## config.mk

```make
export PLATFORM = sky130hd
export DESIGN_NAME = fetch_unit
export DESIGN_NICKNAME = d
export VERILOG_FILES = /design/src/rtl/fetch_unit.sv
export SDC_FILE = /design/constraint.sdc
export NUM_CORES = 1
export LEC_CHECK = 0
export BUFFER_PORTS_ARGS = -buffer_cell sky130_fd_sc_hd__buf_2
export CAP_MARGIN = 20
export CELL_PAD_IN_SITES_DETAIL_PLACEMENT = 1
export CELL_PAD_IN_SITES_GLOBAL_PLACEMENT = 2
export CORE_ASPECT_RATIO = 0.9
export CORE_MARGIN = 10
export CORE_UTILIZATION = 32
export CTS_CLUSTER_SIZE = 25
export DETAILED_ROUTE_END_ITERATION = 10
export PLACE_DENSITY_LB_ADDON = 0.05
export SLEW_MARGIN = 20
export SYNTH_ARGS = -nofsm -noshare
export SYNTH_HDL_FRONTEND = slang
export SYNTH_SLANG_ARGS = --single-unit
```

## constraint.sdc

```tcl
create_clock -name clk -period 3.4 [get_ports clk]
set_clock_uncertainty 0.05 [all_clocks]
set_input_delay 0.51 -clock clk [delete_from_list [all_inputs] [get_ports clk]]
set_output_delay 0.51 -clock clk [all_outputs]
set_load 0.02 [all_outputs]
```

## src/rtl/fetch_unit.sv

```systemverilog
// fetch_unit: PC generation and IF/ID register with branch/jump redirect, stall, halt-on-zero FSM
//   clk, rst          : clock, async active-high reset
//   stall             : hold PC and IF/ID
//   branch_taken/offs : relative redirect from decode (instruction-count offset)
//   jump/jump_target  : absolute redirect (bit 0 cleared)
//   pc / instr_in     : instruction memory address / returned word (low half used)
//   if_instr/if_pc/if_valid : IF/ID register
//   halted, fetch_count     : FSM status and saturating count of loaded instructions
module fetch_unit #(
    parameter logic [31:0] RESET_PC = 32'h0000_0000,
    parameter logic [31:0] PC_STEP  = 32'd2
) (
    input  logic        clk,
    input  logic        rst,
    input  logic        stall,
    input  logic        branch_taken,
    input  logic [15:0] branch_offset,
    input  logic        jump,
    input  logic [31:0] jump_target,
    output logic [31:0] pc,
    input  logic [31:0] instr_in,
    output logic [15:0] if_instr,
    output logic [31:0] if_pc,
    output logic        if_valid,
    output logic        halted,
    output logic [15:0] fetch_count
);
    typedef enum logic {RUN, HALT} state_t;
    state_t      state_q, state_d;
    logic [31:0] pc_q, pc_d, if_pc_q, if_pc_d, target;
    logic [15:0] if_instr_q, if_instr_d, fetch_count_q, fetch_count_d;
    logic        if_valid_q, if_valid_d, br, redirect;

    // a branch only belongs to a live instruction in IF/ID
    assign br       = branch_taken && if_valid_q;
    assign redirect = jump || br;
    assign target   = jump ? {jump_target[31:1], 1'b0}
                           : if_pc_q + PC_STEP + {{15{branch_offset[15]}}, branch_offset, 1'b0};

    always_comb begin
        state_d       = state_q;
        pc_d          = pc_q;
        if_instr_d    = if_instr_q;
        if_pc_d       = if_pc_q;
        if_valid_d    = if_valid_q;
        fetch_count_d = fetch_count_q;
        if (state_q == RUN) begin
            if (redirect) begin
                pc_d       = target;
                if_valid_d = 1'b0;
            end else if (!stall) begin
                if (instr_in[15:0] == 16'h0000) begin
                    state_d    = HALT;
                    if_valid_d = 1'b0;
                end else begin
                    pc_d          = pc_q + PC_STEP;
                    if_instr_d    = instr_in[15:0];
                    if_pc_d       = pc_q;
                    if_valid_d    = 1'b1;
                    fetch_count_d = (fetch_count_q == 16'hFFFF) ? fetch_count_q : fetch_count_q + 16'd1;
                end
            end
        end else begin
            if_valid_d = 1'b0;
        end
    end

    always_ff @(posedge clk or posedge rst) begin
        if (rst) begin
            state_q       <= RUN;
            pc_q          <= RESET_PC;
            if_instr_q    <= '0;
            if_pc_q       <= '0;
            if_valid_q    <= 1'b0;
            fetch_count_q <= '0;
        end else begin
            state_q       <= state_d;
            pc_q          <= pc_d;
            if_instr_q    <= if_instr_d;
            if_pc_q       <= if_pc_d;
            if_valid_q    <= if_valid_d;
            fetch_count_q <= fetch_count_d;
        end
    end

    assign pc          = pc_q;
    assign if_instr    = if_instr_q;
    assign if_pc       = if_pc_q;
    assign if_valid    = if_valid_q;
    assign halted      = (state_q == HALT);
    assign fetch_count = fetch_count_q;
endmodule

```

==> impl_metrics.csv <==
group,metric,value,unit
clocking,clock_latency,0.36,ns
drt,drcViolationCount,0,
worst_setup_path,cp_top_family,"compound AO/OA/AOI/OAI gates",
logic_synthesis,ys_top_cells_by_area,"dfrtp_1 36%, ha_1 11%, mux2_2 7.6%",
worst_setup_path,worstPathCellList,"ha_1 -> ha_1 -> fa_1 -> a21oi_2 -> o211ai_1 -> a22oi_1 -> buf_4 -> a211oi_1 -> o2111ai_1 -> mux2i_1 -> a211o_1",
logic_synthesis,syn_inst,735,
cells_and_area,synthToLayoutAreaGrowth,23.3,%
logic_synthesis,ys_warn_count,0,
worst_setup_path,worstSetupPathType,"reg2reg",
floorplanning,dieArea,27500,um^2
logic_synthesis,synth_top_cells_by_count,"98 x dfrtp_1, 76 x a21oi_1, 70 x nand2_1, 61 x ha_1, 52 x o21ai_0",
worst_setup_path,reg2reg_slack,0.24,ns
logic_synthesis,yosys.area.top_type,"dfrtp_1",
timing,slew_headroom,44.7,%
clocking,cts_tree,"done",
clocking,cts.clk_slew.worst_paths,0.08,ns
timing,drv_slew,0,
pwr,p_total,2.74,mW
worst_setup_path,r2r_cells,11,
placement,placed_area,8110,um^2
cells_and_area,finalInstanceArea,8400,um^2
job,maxCapViolCount,0,
logic_synthesis,synth_fp_nets,882,
status,status,"completed",
worst_setup_path,crit_slowest_cell,"fa_1",
floorplanning,rows,50,
cells_and_area,final_core_util,40.2,%
timing,whs,0.0503,ns
drt,wl_per_cell,20.9,um
placement,io_buffers,165,
floorplanning,io_pins,183,
logic_synthesis,synthFlopType,"dfrtp_1",
clocking,numCtsBuffers,9,
worst_setup_path,crit_arrival,3.34,ns
global_route,grt_start_max_net_pins,81,
drt,viasPerCell,5.37,
logic_synthesis,syn_area,6820,um^2
cells_and_area,fin_nets,1053,
pwr,ir_drop,0.189,mV
drt,routed_wl,24900,um
clocking,clock_sinks,98,
global_route,grt_first_pass_wirelength,39400,um
global_route,grt_pass1_vias,6890,
timing,finalSetupViolCount,0,
worst_setup_path,max_stage_delay,0.42,ns
pwr,cellPowerDensity,326,nW/um^2
worst_setup_path,critPathBufInv,1,
placement,post-place-ws,-0.0694,ns
drt,ant_nets,0,
global_route,overflow,0,
floorplanning,core_area,20900,um^2
timing,finalCritPeriodShare,92.8,%
worst_setup_path,cp.required,3.59,ns
clocking,cts.hold.buffers_added,0,
worst_setup_path,cpMostUsedCell,"ha_1",
logic_synthesis,postSynthAreaPerCell,9.27,um^2
logic_synthesis,ys_types,71,
logic_synthesis,ys_ff_latch,98,
logic_synthesis,synthArstFlopShare,100,%
hold_path,min_path_type,"in2async",
worst_setup_path,rr_startpoint,"if_pc[2]$_DFFE_PP0P_",
floorplanning,start_util,32.6,%
clocking,htree_levels,3,
timing,timing.fmax,0.317,GHz
worst_setup_path,r2r_end,"pc[26]$_DFFE_PP0P_",
clocking,cts_root_buffer,"clkbuf_16",
logic_synthesis,synth_top_area_share,36.0,%
floorplanning,dieHeight,158,um
placement,dpl.hpwl,19500,um
logic_synthesis,synth_edf_count,0,
worst_setup_path,worstSetupStartpoint,"if_pc[2]$_DFFE_PP0P_",
logic_synthesis,yosysMostFrequentCell,"dfrtp_1",
cells_and_area,drive_above_1_share,30.0,%
drt,dr_total_vias,6425,
timing,setup_slack,0.243,ns
cells_and_area,fillers,2546,
logic_synthesis,ys_seq_area_share,36.0,%
drt,dr.pass1.iters,4,
worst_setup_path,worstPathMaxFanout,4,
timing,rsz0062_at_grt,"no",
global_route,antenna_found_initial,0,
cells_and_area,seq_area,2450,um^2
clocking,cts_buffer_depth,2,
timing,tightest_slew,0.823,ns
floorplanning,die_x,174,um
cells_and_area,multi_input_area,4160,um^2
drt,drt-initial-drc-count,311,
worst_setup_path,crit_path_end_kind,"flip-flop",
timing,period_minus_slack,3.16,ns
global_route,grt_use_total,17.9,%
timing,hold_viol_final,0,
placement,gp_congestion,0.923,
pwr,power_leakage,4.17,nW
worst_setup_path,start_kind,"flip-flop",
cells_and_area,insertedDiodeCount,0,
[flip-flops by register name, summed over array words and instances, names as in the netlist]
name and flops:
if_pc 32, pc 32, halted 1, fetch_count 16, if_instr 16, if_valid 1
[repair_timing]
action	4_1_cts	5_1_grt
gates resized for setup	0	1
setup endpoints to repair	0	2
buffers inserted	0	0
[cell families after synthesis]
family                   Yosys count  synth area share, %
AO/OA/AOI/OAI                    229                 21.2
AND/OR/NAND/NOR                  201                 14.9
flip-flops                        98                 36.0
adder cells (fa/ha/maj)           62                 11.5
buffers and inverters             55                 3.14
multiplexers                      49                 8.04
XOR/XNOR                          41                 5.27
[placed cells by master, fill, tap and decap left out, types with 4 or more instances in the layout]
master	instances
inv_1	18
nand4_1	13
o21bai_1	6
o21a_1	5
nor3_1	12
and3_1	10
o21ai_0	52
nor4_1	7
mux2_2	46
buf_2	165
a211oi_1	9
clkbuf_16	9
o31ai_1	4
xor2_1	15
and2_1	4
buf_4	30
nand2_1	70
a21oi_1	74
o221ai_1	7
o211ai_1	11
xnor2_1	26
ha_1	61
nor2_1	34
dfrtp_1	98
o22ai_1	4
nand3_1	25
a31oi_1	11
a21o_1	12
[per-stage QoR]
| step | instances | setup TNS, ns |
|---|---|---|
| finish | 1196 | 0 |
| global route | 1196 | 0 |
| CTS | 1196 | 0 |
| detailed placement | 1181 | -0.0694 |
| global placement | 1181 | 0 |
| floorplan | 735 | 0 |
[how the worst max path moves through the flow]
stage | end | slack (ns) | cells past startpoint
after floorplan | fetch_count[0]$_DFFE_PP0P_ | 0.28 | 1
after global placement | pc[26]$_DFFE_PP0P_ | 0.02 | 12
after detailed placement | pc[26]$_DFFE_PP0P_ | -0.07 | 12
after CTS | pc[26]$_DFFE_PP0P_ | 0.13 | 11
after global routing | pc[26]$_DFFE_PP0P_ | 0.02 | 11
final | pc[26]$_DFFE_PP0P_ | 0.24 | 11
[worst reg2reg max path, cell delays in order, from the launching register on]
cell	delay, ns
dfrtp_1	0.40
ha_1	0.29
ha_1	0.23
fa_1	0.42
a21oi_2	0.21
o211ai_1	0.16
a22oi_1	0.24
buf_4	0.19
a211oi_1	0.09
o2111ai_1	0.33
mux2i_1	0.13
a211o_1	0.30
[layer usage]
| layer | wire length [um] | track usage [%] | share of wire, % |
|---|---|---|---|
| met1 | 11700 | 23.2 | 47 |
| met2 | 11900 | 30.1 | 48 |
| met3 | 1070 | 3.93 | 4.3 |
| met4 | 192 | 3.46 | 0.77 |
| met5 | 0 | 0 | 0 |
[layout make-up]
type	count	share of cell area [%]
multi-input cells	582	49.5
flip-flops and latches	98	29.2
repair buffers	196	12.7
well taps	286	4.26
clock buffers	9	2.68
inverters	19	0.878
clock inverters	6	0.774
[power by group]
group	leakage, nW	internal, mW	switching, mW
Clock	0.142	0.571	0.499
Combinational	2.75	0.154	0.260
Sequential	1.29	1.20	0.0570
Total	4.17	1.93	0.816
Note: power is estimated with default switching activity, not from simulation.
